## config.mk

```make
export PLATFORM = sky130hd
export DESIGN_NAME = branch_resolution_unit_flat
export DESIGN_NICKNAME = d
export VERILOG_FILES = /design/src/rtl/branch_resolution_unit_pkg.sv /design/src/rtl/branch_resolution_unit_if.sv /design/src/rtl/branch_resolution_unit_pred_queue.sv /design/src/rtl/branch_resolution_unit.sv /design/src/flat_wrapper.sv
export SDC_FILE = /design/constraint.sdc
export NUM_CORES = 1
export LEC_CHECK = 0
export ABC_AREA = 1
export BUFFER_PORTS_ARGS = -buffer_cell sky130_fd_sc_hd__buf_2
export CAP_MARGIN = 20
export CORE_ASPECT_RATIO = 1.5
export CORE_MARGIN = 5
export CORE_UTILIZATION = 35
export DETAILED_ROUTE_END_ITERATION = 8
export GPL_TIMING_DRIVEN = 0
export PLACE_DENSITY = 0.53
export SKIP_LAST_GASP = 1
export SLEW_MARGIN = 15
export SYNTH_ARGS = -nofsm -noshare
export SYNTH_HDL_FRONTEND = slang
export SYNTH_SLANG_ARGS = --single-unit
```

## constraint.sdc

```tcl
create_clock -name clk -period 4.2 [get_ports clk]
set_clock_uncertainty 0.1 [all_clocks]
set_input_delay 1.05 -clock clk [delete_from_list [all_inputs] [get_ports clk]]
set_output_delay 1.05 -clock clk [all_outputs]
set_load 0.005 [all_outputs]
```

## src/rtl/branch_resolution_unit_pkg.sv

```systemverilog
// -----------------------------------------------------------------------------
// branch_resolution_unit_pkg
//   Shared types for the branch resolution unit: the PC width macro, the
//   prediction record kept per in-flight instruction, the resolution FSM
//   state type and a wrapping PC increment helper.
//   Ports: none (package).
// -----------------------------------------------------------------------------
`ifndef PC_SIZE
`define PC_SIZE 8
`endif

package branch_resolution_unit_pkg;

  localparam int PC_W = `PC_SIZE;

  typedef logic [PC_W-1:0] pc_t;

  // One prediction record as pushed by fetch.
  typedef struct packed {
    pc_t  pc;
    logic pred_taken;
    pc_t  pred_target;
  } bru_entry_t;

  typedef enum logic {
    BRU_ACTIVE  = 1'b0,
    BRU_RECOVER = 1'b1
  } bru_state_t;

  // Fall-through PC; wraps naturally at PC_W bits.
  function automatic pc_t pc_next(input pc_t pc);
    return pc + pc_t'(1);
  endfunction

endpackage

```

## src/rtl/branch_resolution_unit_if.sv

```systemverilog
// -----------------------------------------------------------------------------
// branch_feedback_ifc
//   Feedback bundle from the branch resolution unit to the BTB update port.
//   Signals:
//     pc              - PC of the resolved instruction
//     branch          - actual taken outcome
//     feedback_target - correct next PC for that instruction
//   Modports: master (driver, the resolution unit), slave (BTB side).
// -----------------------------------------------------------------------------
`ifndef PC_SIZE
`define PC_SIZE 8
`endif

interface branch_feedback_ifc;
  import branch_resolution_unit_pkg::*;

  pc_t  pc;
  logic branch;
  pc_t  feedback_target;

  modport master (output pc, output branch, output feedback_target);
  modport slave  (input  pc, input  branch, input  feedback_target);
endinterface

```

## src/rtl/branch_resolution_unit_pred_queue.sv

```systemverilog
// -----------------------------------------------------------------------------
// bru_pred_queue
//   In-order circular buffer of prediction records.
//   Ports:
//     clk, n_rst      - clock, asynchronous active-low reset
//     push/push_entry - append one record (ignored when full)
//     pop             - drop the oldest record (ignored when empty)
//     clear           - flush everything; wins over push and pop
//     head_entry      - oldest record (combinational read)
//     count/full/empty- occupancy status
// -----------------------------------------------------------------------------
`ifndef PC_SIZE
`define PC_SIZE 8
`endif

module bru_pred_queue
  import branch_resolution_unit_pkg::*;
#(
  parameter int DEPTH = 4
) (
  input  logic                       clk,
  input  logic                       n_rst,
  input  logic                       push,
  input  bru_entry_t                 push_entry,
  input  logic                       pop,
  input  logic                       clear,
  output bru_entry_t                 head_entry,
  output logic [$clog2(DEPTH+1)-1:0] count,
  output logic                       full,
  output logic                       empty
);

  localparam int PTR_W = $clog2(DEPTH);
  localparam int CNT_W = $clog2(DEPTH + 1);

  logic [PTR_W-1:0] wr_ptr_q, wr_ptr_d;
  logic [PTR_W-1:0] rd_ptr_q, rd_ptr_d;
  logic [CNT_W-1:0] count_q, count_d;
  bru_entry_t       mem_q [DEPTH];
  bru_entry_t       mem_d [DEPTH];

  logic do_push;
  logic do_pop;

  assign full       = (count_q == CNT_W'(DEPTH));
  assign empty      = (count_q == '0);
  assign count      = count_q;
  assign head_entry = mem_q[rd_ptr_q];

  assign do_push = push && !full;
  assign do_pop  = pop && !empty;

  // Pointer, occupancy and storage update. DEPTH is a power of two, so the
  // pointers wrap for free at PTR_W bits.
  always_comb begin
    wr_ptr_d = wr_ptr_q;
    rd_ptr_d = rd_ptr_q;
    count_d  = count_q;
    mem_d    = mem_q;
    if (clear) begin
      wr_ptr_d = '0;
      rd_ptr_d = '0;
      count_d  = '0;
    end else begin
      if (do_push) begin
        mem_d[wr_ptr_q] = push_entry;
        wr_ptr_d        = wr_ptr_q + 1'b1;
      end
      if (do_pop) begin
        rd_ptr_d = rd_ptr_q + 1'b1;
      end
      case ({do_push, do_pop})
        2'b10:   count_d = count_q + 1'b1;
        2'b01:   count_d = count_q - 1'b1;
        default: count_d = count_q;
      endcase
    end
  end

  // State registers.
  always_ff @(posedge clk or negedge n_rst) begin
    if (!n_rst) begin
      wr_ptr_q <= '0;
      rd_ptr_q <= '0;
      count_q  <= '0;
      for (int i = 0; i < DEPTH; i++) begin
        mem_q[i] <= '0;
      end
    end else begin
      wr_ptr_q <= wr_ptr_d;
      rd_ptr_q <= rd_ptr_d;
      count_q  <= count_d;
      mem_q    <= mem_d;
    end
  end

endmodule

```

## src/rtl/branch_resolution_unit.sv

```systemverilog
// -----------------------------------------------------------------------------
// branch_resolution_unit
//   Holds fetch-time predictions in order, compares the oldest one against the
//   execute-stage outcome, emits BTB feedback and a one-cycle mispredict
//   redirect to fetch.
//   Ports:
//     clk, n_rst                     - clock, asynchronous active-low reset
//     pred_valid/pc/taken/target     - prediction push from fetch
//     pred_ready                     - push accepted this cycle
//     res_valid/is_branch/taken/target - resolution of the oldest instruction
//     feedback_valid, o_feedback     - registered BTB feedback
//     mispredict, redirect_pc        - registered redirect pulse
//     underflow_err                  - sticky: resolution with empty queue
//   Optional: define BRU_STATS_EN to add stat_branches / stat_mispredicts,
//   16-bit saturating event counters.
// -----------------------------------------------------------------------------
`ifndef PC_SIZE
`define PC_SIZE 8
`endif

module branch_resolution_unit
  import branch_resolution_unit_pkg::*;
#(
  parameter int DEPTH = 4
) (
  input  logic                 clk,
  input  logic                 n_rst,
  input  logic                 pred_valid,
  input  logic [`PC_SIZE-1:0]  pred_pc,
  input  logic                 pred_taken,
  input  logic [`PC_SIZE-1:0]  pred_target,
  output logic                 pred_ready,
  input  logic                 res_valid,
  input  logic                 res_is_branch,
  input  logic                 res_taken,
  input  logic [`PC_SIZE-1:0]  res_target,
  output logic                 feedback_valid,
  branch_feedback_ifc.master   o_feedback,
  output logic                 mispredict,
  output logic [`PC_SIZE-1:0]  redirect_pc,
  output logic                 underflow_err
`ifdef BRU_STATS_EN
  ,
  output logic [15:0]          stat_branches,
  output logic [15:0]          stat_mispredicts
`endif
);

  localparam int CNT_W = $clog2(DEPTH + 1);

  bru_state_t state_q, state_d;

  bru_entry_t       head_entry;
  bru_entry_t       push_entry;
  logic [CNT_W-1:0] q_count;
  logic             q_full;
  logic             q_empty;

  logic active;
  logic pop_fire;
  logic push_fire;
  logic mismatch;
  logic mis_fire;
  logic fb_fire;
  logic underflow_fire;
  pc_t  correct_pc;

  logic feedback_valid_q, feedback_valid_d;
  pc_t  fb_pc_q, fb_pc_d;
  logic fb_branch_q, fb_branch_d;
  pc_t  fb_target_q, fb_target_d;
  logic mispredict_q, mispredict_d;
  pc_t  redirect_pc_q, redirect_pc_d;
  logic underflow_q, underflow_d;

  assign active = (state_q == BRU_ACTIVE);

  // Reset gates ready directly so fetch never sees a stale accept while held.
  assign pred_ready = n_rst && active && !q_full;

  assign pop_fire       = active && res_valid && (q_count != '0);
  assign underflow_fire = active && res_valid && q_empty;

  assign mismatch = (head_entry.pred_taken != res_taken) ||
                    (res_taken && (head_entry.pred_target != res_target));
  assign mis_fire = pop_fire && mismatch;

  // Non-branches that were predicted taken still produce feedback so the BTB
  // can evict the stale entry.
  assign fb_fire    = pop_fire && (res_is_branch || head_entry.pred_taken);
  assign correct_pc = res_taken ? res_target : pc_next(head_entry.pc);

  // A push colliding with a mismatching pop belongs to the wrong path.
  assign push_fire  = pred_valid && pred_ready && !mis_fire;

  assign push_entry = '{pc: pred_pc, pred_taken: pred_taken, pred_target: pred_target};

  bru_pred_queue #(
    .DEPTH (DEPTH)
  ) u_pred_queue (
    .clk        (clk),
    .n_rst      (n_rst),
    .push       (push_fire),
    .push_entry (push_entry),
    .pop        (pop_fire),
    .clear      (mis_fire),
    .head_entry (head_entry),
    .count      (q_count),
    .full       (q_full),
    .empty      (q_empty)
  );

  // Recovery lasts exactly one cycle; the queue flush happens on entry.
  always_comb begin
    state_d = state_q;
    case (state_q)
      BRU_ACTIVE:  if (mis_fire) state_d = BRU_RECOVER;
      BRU_RECOVER: state_d = BRU_ACTIVE;
      default:     state_d = BRU_ACTIVE;
    endcase
  end

  // Output register next values. Payload fields hold between events; only
  // the valid/pulse bits are one-cycle.
  always_comb begin
    feedback_valid_d = fb_fire;
    fb_pc_d          = fb_pc_q;
    fb_branch_d      = fb_branch_q;
    fb_target_d      = fb_target_q;
    mispredict_d     = mis_fire;
    redirect_pc_d    = redirect_pc_q;
    underflow_d      = underflow_q || underflow_fire;
    if (fb_fire) begin
      fb_pc_d     = head_entry.pc;
      fb_branch_d = res_taken;
      fb_target_d = correct_pc;
    end
    if (mis_fire) begin
      redirect_pc_d = correct_pc;
    end
  end

  // State and output registers.
  always_ff @(posedge clk or negedge n_rst) begin
    if (!n_rst) begin
      state_q          <= BRU_ACTIVE;
      feedback_valid_q <= 1'b0;
      fb_pc_q          <= '0;
      fb_branch_q      <= 1'b0;
      fb_target_q      <= '0;
      mispredict_q     <= 1'b0;
      redirect_pc_q    <= '0;
      underflow_q      <= 1'b0;
    end else begin
      state_q          <= state_d;
      feedback_valid_q <= feedback_valid_d;
      fb_pc_q          <= fb_pc_d;
      fb_branch_q      <= fb_branch_d;
      fb_target_q      <= fb_target_d;
      mispredict_q     <= mispredict_d;
      redirect_pc_q    <= redirect_pc_d;
      underflow_q      <= underflow_d;
    end
  end

  assign feedback_valid             = feedback_valid_q;
  assign o_feedback.pc              = fb_pc_q;
  assign o_feedback.branch          = fb_branch_q;
  assign o_feedback.feedback_target = fb_target_q;
  assign mispredict                 = mispredict_q;
  assign redirect_pc                = redirect_pc_q;
  assign underflow_err              = underflow_q;

`ifdef BRU_STATS_EN
  logic [15:0] stat_br_q, stat_br_d;
  logic [15:0] stat_mis_q, stat_mis_d;

  // Saturating event counters, advanced alongside the registered outputs.
  always_comb begin
    stat_br_d  = stat_br_q;
    stat_mis_d = stat_mis_q;
    if (fb_fire && (stat_br_q != 16'hFFFF)) begin
      stat_br_d = stat_br_q + 16'd1;
    end
    if (mis_fire && (stat_mis_q != 16'hFFFF)) begin
      stat_mis_d = stat_mis_q + 16'd1;
    end
  end

  // Counter registers.
  always_ff @(posedge clk or negedge n_rst) begin
    if (!n_rst) begin
      stat_br_q  <= '0;
      stat_mis_q <= '0;
    end else begin
      stat_br_q  <= stat_br_d;
      stat_mis_q <= stat_mis_d;
    end
  end

  assign stat_branches    = stat_br_q;
  assign stat_mispredicts = stat_mis_q;
`endif

endmodule

```

## src/flat_wrapper.sv

```systemverilog
// flat-port wrapper written by rule: the top's interface ports become plain ports
module branch_resolution_unit_flat import branch_resolution_unit_pkg::*;
#(
  parameter int DEPTH = 4
)
  (clk, n_rst, pred_valid, pred_pc, pred_taken, pred_target, pred_ready, res_valid, res_is_branch, res_taken, res_target, feedback_valid, mispredict, redirect_pc, underflow_err, o_feedback_pc, o_feedback_branch, o_feedback_feedback_target);
  branch_feedback_ifc o_feedback_i ();
  input  logic clk;
  input  logic n_rst;
  input  logic pred_valid;
  input  logic [`PC_SIZE-1:0] pred_pc;
  input  logic pred_taken;
  input  logic [`PC_SIZE-1:0] pred_target;
  output logic pred_ready;
  input  logic res_valid;
  input  logic res_is_branch;
  input  logic res_taken;
  input  logic [`PC_SIZE-1:0] res_target;
  output logic feedback_valid;
  output logic mispredict;
  output logic [`PC_SIZE-1:0] redirect_pc;
  output logic underflow_err;
  output wire logic [$bits(o_feedback_i.pc)-1:0] o_feedback_pc;
  output wire logic [$bits(o_feedback_i.branch)-1:0] o_feedback_branch;
  output wire logic [$bits(o_feedback_i.feedback_target)-1:0] o_feedback_feedback_target;
  assign o_feedback_pc = o_feedback_i.pc;
  assign o_feedback_branch = o_feedback_i.branch;
  assign o_feedback_feedback_target = o_feedback_i.feedback_target;
  branch_resolution_unit #(.DEPTH(DEPTH)) u_core (.clk(clk), .n_rst(n_rst), .pred_valid(pred_valid), .pred_pc(pred_pc), .pred_taken(pred_taken), .pred_target(pred_target), .pred_ready(pred_ready), .res_valid(res_valid), .res_is_branch(res_is_branch), .res_taken(res_taken), .res_target(res_target), .feedback_valid(feedback_valid), .o_feedback(o_feedback_i), .mispredict(mispredict), .redirect_pc(redirect_pc), .underflow_err(underflow_err));
endmodule
```

==> results.json, run 1 <==
{
  "criticalPathCategory": "input port to flop",
  "leakage_nw": 3.19,
  "cts_tree": "done",
  "slew_viol_final": 0,
  "cp.required_ns": 4.33,
  "cp_max_fo": 39,
  "vias": 4704,
  "num_io_pins": 60,
  "synthDominantCellAreaShare": 0.495,
  "drt_iter0_drc": 313,
  "num_rows": 55,
  "viasPerCell": 5.00,
  "cts_buffers": 9,
  "die_w_um": 110,
  "worst_pin_slew_ns": 0.655,
  "end_kind": "flop",
  "syn_inst": 668,
  "min_period_ns": 3.70,
  "diodes": 0,
  "yosys-top-cells-area": "dfrtp_1 (50%), nand2_1 (21%), nand4_1 (8.2%), nand3_1 (3.6%), o21ai_0 (3.2%)",
  "wl_met1_um": 6530,
  "synthFlopType": "dfrtp_1",
  "instances_no_fill": 941,
  "cp_data_arrival_time_ns": 3.83,
  "port_buffers": 58,
  "routed.top_layer": "met4",
  "drc": 0,
  "reg2reg_from": "u_core.u_pred_queue.rd_ptr_q[0]$_DFFE_PN0P_",
  "powerDensity_nw_per_um2": 748,
  "setup_viol": 0,
  "synth_top_cell_by_area": "dfrtp_1",
  "synth_edf_count": 0,
  "syn-num-nets": 706,
  "start_util": 0.352,
  "timing.rr.end": "u_core.u_pred_queue.count[2]$_DFFE_PN0P_",
  "hold_buffers": 0,
  "syn_area_um2": 5260,
  "antenna_left": 0,
  "htreeDepth": 3,
  "cts_setup_buffers": 0,
  "area_delta_synth_final_pct": 16.1,
  "drive_gt1_frac": 0.142,
  "hold_class": "flop to flop",
  "clock_latency_ns": 0.35,
  "period_share": 0.881,
  "hold_end": "u_core.underflow_err$_DFF_PN0_",
  "ys_seq_area_frac": 0.495,
  "cts.sinks": 104,
  "hold_viol_final": 0,
  "cts_resized": 0,
  "grt_util_all_layers": 0.187,
  "drt_pass1_iterations": 5,
  "finalWirelength_um": 15700,
  "met2WireLength_um": 7990,
  "maxSlewHeadroom": 0.563,
  "ys_ff_latch": 104,
  "nNetsFinal": 776,
  "synthArstFlopShare": 1.00,
  "cts_root_buf": "clkbuf_16",
  "layout_setup_ws_ns": 0.499,
  "hold_depth": 1,
  "die_area_um2": 17600,
  "antenna_found_initial": 0,
  "place_hpwl_um": 11800,
  "cts_buffer_depth": 2,
  "fin_tns_setup_ns": 0,
  "synthTopCellsByCount": "nand2_1 (288), dfrtp_1 (104), nand4_1 (69)",
  "grt_max_degree": 68,
  "vdd_drop_max_uv": 205,
  "start_kind": "input port",
  "first_global_vias": 4666,
  "post-place-ws_ns": 0.0976,
  "placed_cells": 926,
  "routabilityCongestion": 0.862,
  "rrSetupSlack_ns": 0.91,
  "yosysUniqueCellTypes": 33,
  "syn_avg_cell_area_um2": 7.87,
  "die_y_um": 160,
  "grt_overflow_total": 0,
  "min_from": "u_core.underflow_err$_DFF_PN0_",
  "rsz0062_at_grt": "no",
  "ff2ff_path_depth": 20,
  "fmax_mhz": 270,
  "synth_warnings": 0,
  "path_clk_slew_ns": 0.07,
  "coreArea_um2": 14900,
  "synth_most_common_cell": "nand2_1",
  "dr_wl_met3_um": 756,
  "drv_cap": 0,
  "grt_first_pass_wirelength_um": 25300,
  "routedWlPerCell_um": 16.7,
  "run_status": "finished clean"
}
==> cell usage in the layout, fill, tap and decap left out <==
cell type	Yosys	layout
inv_1	35	35
dfrtp_1	104	104
inv_4	1	1
clkbuf_16	0	9
nor3_1	2	2
nand2_1	288	288
a21oi_1	4	4
buf_4	10	10
xor2_1	5	5
and2_0	1	1
o21a_1	1	1
a32oi_1	1	1
clkbuf_1	15	17
o21ai_1	1	1
nand2_2	1	1
nand3_2	2	2
clkinvlp_4	0	2
clkinv_1	1	1
fa_1	1	1
clkbuf_8	0	2
or2_1	1	1
nand4_1	69	69
nand3_1	38	38
buf_6	5	6
o211ai_1	3	3
buf_1	6	6
o22ai_1	1	1
or2_2	1	1
o21ai_0	34	34
nor2_1	17	17
buf_2	9	66
a31o_2	1	1
nand3_4	2	2
inv_2	1	1
xnor2_1	1	1
ha_1	6	6
buf_16	0	1
==> worst max-delay path, cell delays in order <==
cell and delay, ns:
buf_6 0.31, nand2_1 0.09, a21oi_1 0.16, and2_0 0.34, buf_1 0.48, nand2_1 0.24, ha_1 0.30, fa_1 0.38
o21ai_0 0.23, xor2_1 0.17, nor2_1 0.06
==> registers in the layout, indices dropped and copies added (netlist names) <==
signal                             cells
u_core.u_pred_queue.mem_q             68
u_core.state_q                         1
u_core.u_pred_queue.rd_ptr_q           2
u_core.redirect_pc                     8
u_core.mispredict                      1
u_core.feedback_valid                  1
u_core.u_pred_queue.wr_ptr_q           2
u_core.o_feedback.feedback_target      8
u_core.o_feedback.pc                   8
u_core.underflow_err                   1
u_core.o_feedback.branch               1
u_core.u_pred_queue.count              3
==> per-layer routing <==
metal	global-route usage	up-vias
met2	0.323	135
met4	0.0698	0
met3	0.0226	26
met5	0	-
li1	-	2323
met1	0.234	2220
==> layout make-up <==
class / count / area [um2]
fill: 1602 / 8830
sequential: 104 / 2600
multi-input combinational: 481 / 2250
timing repair buffer: 59 / 324
clock buffer: 13 / 260
buffer: 45 / 255
tap: 199 / 249
inverter: 38 / 145
clock inverter: 2 / 15.0
==> cell families after synthesis <==
| group | Yosys count | synth area share |
|---|---|---|
| flip-flops | 104 | 0.495 |
| AO/OA/AOI/OAI | 46 | 0.0474 |
| AND/OR/NAND/NOR | 422 | 0.353 |
| XOR/XNOR | 6 | 0.0100 |
| adder cells (fa/ha/maj) | 7 | 0.0181 |
| buffers and inverters | 83 | 0.0762 |
==> how the worst max path moves through the flow <==
stage,to,start,slack [ns],cells past startpoint
CTS,u_core.u_pred_queue.count[2]$_DFFE_PN0P_,n_rst,0.44,11
floorplan,u_core.u_pred_queue.count[2]$_DFFE_PN0P_,n_rst,0.95,10
global route,u_core.u_pred_queue.count[2]$_DFFE_PN0P_,n_rst,0.25,11
global placement,u_core.u_pred_queue.count[2]$_DFFE_PN0P_,n_rst,-1.47,11
finish,u_core.u_pred_queue.count[2]$_DFFE_PN0P_,n_rst,0.50,11
detailed placement,u_core.u_pred_queue.count[2]$_DFFE_PN0P_,n_rst,0.1,11
==> metrics by stage <==
step                area (um2)  hold WS (ns)   util  power, W
floorplan                 5260         0.334      -   0.00306
global placement          5800         0.346  0.388   0.00374
detailed placement        5830         0.355  0.390   0.00379
CTS                       6100         0.372  0.409   0.00460
global route              6100         0.394  0.409   0.00496
finish                    6100         0.367  0.409   0.00457
==> power breakdown <==
part / internal (W) / switching [W] / total [W]
sequential: 0.00145 / 0.000251 / 0.00170
combinational: 0.000699 / 0.00136 / 0.00206
clock: 0.000432 / 0.000368 / 0.000800
total: 0.00258 / 0.00198 / 0.00457
Note: power is estimated with default switching activity, not from simulation.
==> run 2, diff against run 1 <==
--- a/config.mk
+++ b/config.mk
@@ -11,6 +11,7 @@
 export CORE_ASPECT_RATIO = 1.5
 export CORE_MARGIN = 5
 export CORE_UTILIZATION = 35
+export CTS_BUF_LIST = sky130_fd_sc_hd__clkbuf_4 sky130_fd_sc_hd__clkbuf_8
 export DETAILED_ROUTE_END_ITERATION = 8
 export GPL_TIMING_DRIVEN = 0
 export PLACE_DENSITY = 0.53
==> run 2 against run 1 <==
Net effect:
- combinational power about the same
- utilization down 0.63 points
- clock power down 24%
- critical path depth did not move
- cell count unchanged
- flip-flop and latch count stayed put
- largest cell class unchanged
- cell area shrank 1.5%
- die area unchanged
- total power shrank 4.3%
==> results.json, run 2 (same netlist as run 1, synthesis figures left out) <==
{
  "run_status": "finished clean",
  "period_share": 0.870,
  "layout_setup_ws_ns": 0.547,
  "ff2ff_path_depth": 20,
  "met2_usage": 0.322,
  "cts_tree": "done",
  "grt_busiest_layer": "met2",
  "cp_common_cell": "nand2_1",
  "viasPerCell": 4.99,
  "final_cell_mix": "nand2_1 (288), dfrtp_1 (104), nand4_1 (69)",
  "met1_usage": 0.236,
  "cp_data_arrival_time_ns": 3.81,
  "grt_use_met3": 0.0247,
  "finalWirelength_um": 15600,
  "setup_viol": 0,
  "die_y_um": 160,
  "maxSlewHeadroom": 0.576,
  "cts_buffers": 9,
  "vdd_drop_max_uv": 173,
  "die_area_um2": 17600,
  "cts_root_buf": "clkbuf_8",
  "end_kind": "flop",
  "timing.rr.end": "u_core.u_pred_queue.count[2]$_DFFE_PN0P_",
  "vias": 4698,
  "largest_register_ffs": 68,
  "routabilityCongestion": 0.862,
  "antenna_left": 0,
  "start_kind": "input port",
  "crit_chain": "buf_6, nand2_1, a21oi_1, and2_0, buf_1, nand2_1, ha_1, fa_1, o21ai_0, xor2_1, nor2_1",
  "ff_latch_area_um2": 2600,
  "rsz0062_at_grt": "no",
  "grt_overflow_total": 0,
  "htreeDepth": 3,
  "grt_max_degree": 68,
  "fmax_mhz": 274,
  "cp_max_fo": 39,
  "num_io_pins": 60,
  "multi_input_area_um2": 2250,
  "antenna_found_initial": 0,
  "hold_viol_final": 0,
  "final_common_cell": "nand2_1",
  "grt_first_pass_wirelength_um": 25200,
  "slowest_stage": "buf_1",
  "hold_end": "u_core.underflow_err$_DFF_PN0_",
  "worst_pin_slew_ns": 0.636,
  "drv_cap": 0,
  "slowest_delay_ns": 0.49,
  "reg2reg_from": "u_core.u_pred_queue.rd_ptr_q[0]$_DFFE_PN0P_",
  "slew_viol_final": 0,
  "area_delta_synth_final_pct": 14.4,
  "hold_depth": 1,
  "cts_setup_buffers": 0,
  "drt_iter0_drc": 352,
  "hold_buffers": 0,
  "drc": 0,
  "drive_gt1_frac": 0.144,
  "hold_class": "flop to flop",
  "routedWlPerCell_um": 16.6,
  "first_global_vias": 4635,
  "rrSetupSlack_ns": 0.90,
  "final_util": 0.403,
  "cts.sinks": 104,
  "placed_cells": 926,
  "post-place-ws_ns": 0.0976,
  "cp.required_ns": 4.36,
  "min_from": "u_core.underflow_err$_DFF_PN0_",
  "drt_pass1_iterations": 5,
  "port_buffers": 58,
  "leakage_nw": 3.15,
  "powerDensity_nw_per_um2": 727,
  "coreArea_um2": 14900,
  "grt_util_all_layers": 0.186,
  "min_period_ns": 3.65,
  "instances_no_fill": 941,
  "num_rows": 55,
  "top_register": "u_core.u_pred_queue.mem_q",
  "cts_buffer_depth": 2,
  "diodes": 0,
  "die_w_um": 110,
  "path_clk_slew_ns": 0.09,
  "cts_resized": 0,
  "nNetsFinal": 776,
  "clock_latency_ns": 0.38,
  "fill_cells": 1614,
  "place_hpwl_um": 11800,
  "start_util": 0.352,
  "criticalPathCategory": "input port to flop"
}
-- run 2: cell counts in the layout (fill, tap and decap cells not counted) --
No cell type changed its count.
-- run 2: area by class of cell --
type | instances | share of cell area
Clock buffer | 13 | 0.0277
Buffer | 45 | 0.0425
Multi-Input combinational cell | 481 | 0.375
Tap cell | 199 | 0.0414
Timing Repair Buffer | 59 | 0.0539
Clock inverter | 2 | 0.00250
Inverter | 38 | 0.0241
Sequential cell | 104 | 0.433
-- run 2: worst max path at each step --
| stage | start | end | slack (ns) | depth (start not counted) |
|---|---|---|---|---|
| floorplan | n_rst | u_core.u_pred_queue.count[2]$_DFFE_PN0P_ | 0.95 | 10 |
| global placement | n_rst | u_core.u_pred_queue.count[2]$_DFFE_PN0P_ | -1.47 | 11 |
| detailed placement | n_rst | u_core.u_pred_queue.count[2]$_DFFE_PN0P_ | 0.1 | 11 |
| CTS | n_rst | u_core.u_pred_queue.count[2]$_DFFE_PN0P_ | 0.50 | 11 |
| global route | n_rst | u_core.u_pred_queue.count[2]$_DFFE_PN0P_ | 0.31 | 11 |
| finish | n_rst | u_core.u_pred_queue.count[2]$_DFFE_PN0P_ | 0.55 | 11 |
-- run 2: routing by layer --
layer  wire [um]  vias up
met1        6720     2235
met2        8000      122
met3         587       22
li1            -     2319
met4         313        0
met5           0        -
-- run 2: power by group --
group | leakage (nW) | switching [W] | total (W) | internal (W)
sequential | 1.33 | 0.000252 | 0.00170 | 0.00145
clock | 0.0886 | 0.000348 | 0.000608 | 0.000259
combinational | 1.73 | 0.00136 | 0.00206 | 0.000699
total | 3.15 | 0.00196 | 0.00437 | 0.00241
-- run 2: critical path: cells and delay by family --
| kind | cells | cell delay (ns) |
|---|---|---|
| adders and majority gates | 2 | 0.67 |
| buffers and inverters | 2 | 0.80 |
| xor gates and xnor gates | 1 | 0.17 |
| AOI/OAI and AO/OA | 2 | 0.39 |
| and+or+nand+nor | 4 | 0.71 |
-- run 2: metrics by stage --
stage	instance area, um2	hold slack, ns	TNS [ns]	total power [W]
floorplan	5260	0.334	0	0.00306
global placement	5800	0.346	-55.61	0.00374
detailed placement	5830	0.355	0	0.00379
CTS	6010	0.377	0	0.00440
global route	6010	0.401	0	0.00476
finish	6010	0.372	0	0.00437
==> run 3, diff against run 2 <==
--- a/config.mk
+++ b/config.mk
@@ -6,6 +6,7 @@
 export NUM_CORES = 1
 export LEC_CHECK = 0
 export ABC_AREA = 1
+export ABC_CLOCK_PERIOD_IN_PS = 4300
 export BUFFER_PORTS_ARGS = -buffer_cell sky130_fd_sc_hd__buf_2
 export CAP_MARGIN = 20
 export CORE_ASPECT_RATIO = 1.5
@@ -14,7 +15,7 @@
 export CTS_BUF_LIST = sky130_fd_sc_hd__clkbuf_4 sky130_fd_sc_hd__clkbuf_8
 export DETAILED_ROUTE_END_ITERATION = 8
 export GPL_TIMING_DRIVEN = 0
-export PLACE_DENSITY = 0.53
+export PLACE_DENSITY = 0.51
 export SKIP_LAST_GASP = 1
 export SLEW_MARGIN = 15
 export SYNTH_ARGS = -nofsm -noshare
==> constraint.sdc (replaced) <==
create_clock -name clk -period 4.3 [get_ports clk]
set_clock_uncertainty 0.1 [all_clocks]
set_input_delay 1.075 -clock clk [delete_from_list [all_inputs] [get_ports clk]]
set_output_delay 1.075 -clock clk [all_outputs]
set_load 0.005 [all_outputs]
==> run 3 against run 2 <==
Net effect:
- flip-flop and latch count did not move
- cell area rose by 0.62%
- total power barely moved
- critical path depth did not move
- die area did not move
- global-route usage rose by 0.60 points
- non-clock buffer count did not move
- first-iteration DRC count fell by 19%
- cell count did not move
- combinational power fell by 2%
==> results.json, run 3 (same netlist as run 1, synthesis figures left out) <==
{
  "slowest_stage": "buf_1",
  "num_rows": 55,
  "min_from": "u_core.u_pred_queue.mem_q[18]$_DFFE_PN0P_",
  "hold_end": "u_core.u_pred_queue.mem_q[18]$_DFFE_PN0P_",
  "crit_chain": "buf_6, nand2_1, a21oi_1, and2_0, buf_1, nand2_1, ha_1, fa_1, o21ai_0, xor2_1, nor2_1",
  "drv_cap": 0,
  "cp_data_arrival_time_ns": 3.90,
  "end_kind": "flop",
  "drc": 0,
  "die_area_um2": 17600,
  "first_global_vias": 4796,
  "criticalPathCategory": "input port to flop",
  "nNetsFinal": 776,
  "placed_cells": 926,
  "hold_viol_final": 0,
  "die_w_um": 110,
  "min_period_ns": 3.72,
  "drt_iter0_drc": 284,
  "run_status": "finished clean",
  "die_y_um": 160,
  "viasPerCell": 5.03,
  "top_register": "u_core.u_pred_queue.mem_q",
  "hold_class": "flop to flop",
  "port_buffers": 58,
  "layout_setup_ws_ns": 0.576,
  "cts.sinks": 104,
  "area_delta_synth_final_pct": 15.1,
  "powerDensity_nw_per_um2": 723,
  "rrSetupSlack_ns": 0.97,
  "vias": 4734,
  "cp_common_cell": "nand2_1",
  "clock_latency_ns": 0.38,
  "path_clk_slew_ns": 0.11,
  "drive_gt1_frac": 0.144,
  "maxSlewHeadroom": 0.553,
  "cts_resized": 0,
  "slowest_delay_ns": 0.50,
  "antenna_found_initial": 0,
  "setup_viol": 0,
  "cts_tree": "done",
  "slew_viol_final": 0,
  "timing.rr.end": "u_core.u_pred_queue.count[2]$_DFFE_PN0P_",
  "grt_first_pass_wirelength_um": 25900,
  "largest_register_ffs": 68,
  "final_common_cell": "nand2_1",
  "leakage_nw": 3.17,
  "final_cell_mix": "nand2_1 (288), dfrtp_1 (104), nand4_1 (69)",
  "routabilityCongestion": 0.845,
  "cts_setup_buffers": 0,
  "vdd_drop_max_uv": 253,
  "period_share": 0.866,
  "num_io_pins": 60,
  "hold_depth": 2,
  "antenna_left": 0,
  "post-place-ws_ns": 0.144,
  "cts_buffer_depth": 2,
  "cts_root_buf": "clkbuf_8",
  "placed_area_um2": 5830,
  "htreeDepth": 3,
  "fmax_mhz": 268,
  "finalWirelength_um": 16100,
  "final_cell_area_um2": 6050,
  "rsz0062_at_grt": "no",
  "cts_buffers": 9,
  "instances_no_fill": 941,
  "start_kind": "input port",
  "drt_pass1_iterations": 5,
  "cp.required_ns": 4.47,
  "coreArea_um2": 14900,
  "cp_max_fo": 40,
  "grt_overflow_total": 0,
  "hold_buffers": 0,
  "reg2reg_from": "u_core.u_pred_queue.rd_ptr_q[0]$_DFFE_PN0P_",
  "place_hpwl_um": 12000,
  "worst_pin_slew_ns": 0.671,
  "grt_max_degree": 67,
  "ff2ff_path_depth": 20,
  "diodes": 0,
  "grt_util_all_layers": 0.192,
  "routedWlPerCell_um": 17.1,
  "start_util": 0.352
}
[run 3: through the flow]
| stage | hold slack (ns) | power [W] | utilization | setup TNS (ns) |
|---|---|---|---|---|
| 5_1_grt | 0.403 | 0.00477 | 0.405 | 0 |
| 2_1_floorplan | 0.334 | 0.00299 | - | 0 |
| 6_report | 0.376 | 0.00437 | 0.405 | 0 |
| 3_3_place_gp | 0.345 | 0.00367 | 0.388 | -50.33 |
| 4_1_cts | 0.377 | 0.00441 | 0.405 | 0 |
| 3_5_place_dp | 0.353 | 0.00372 | 0.390 | 0 |
[run 3: cell type report]
class,count,area (um2)
inverters,38,145
fillers,1624,8880
clock inverters,5,81.3
flip-flops and latches,104,2600
repair buffers,59,324
multi-input cells,481,2250
plain buffers,45,255
clock buffers,10,138
well taps,199,249
[run 3: worst max path at each step]
stage,start,end,slack (ns),depth (start not counted)
after global routing,n_rst,u_core.u_pred_queue.count[2]$_DFFE_PN0P_,0.29,12
after floorplan,n_rst,u_core.u_pred_queue.count[2]$_DFFE_PN0P_,1.03,10
after detailed placement,n_rst,u_core.u_pred_queue.count[2]$_DFFE_PN0P_,0.14,12
after global placement,n_rst,u_core.u_pred_queue.count[2]$_DFFE_PN0P_,-1.39,11
final,n_rst,u_core.u_pred_queue.count[2]$_DFFE_PN0P_,0.58,11
after CTS,n_rst,u_core.u_pred_queue.count[2]$_DFFE_PN0P_,0.55,11
[run 3: critical path: cells and delay by family]
kind,cells,cell delay (ns)
buf+inv,2,0.81
simple gates,4,0.74
fa+ha+maj,2,0.70
compound gates,2,0.37
xor+xnor,1,0.17
[run 3: power breakdown]
part	internal, W	switching (W)	leakage, nW
clock	0.000341	0.000353	0.108
combinational	0.000683	0.00133	1.73
sequential	0.00142	0.000246	1.33
[run 3: layer usage]
metal,up-vias,part of all wire,track usage
met5,-,0,0
met4,0,0.023,0.0703
met3,24,0.039,0.0275
met2,122,0.52,0.326
met1,2268,0.42,0.243
li1,2320,-,-
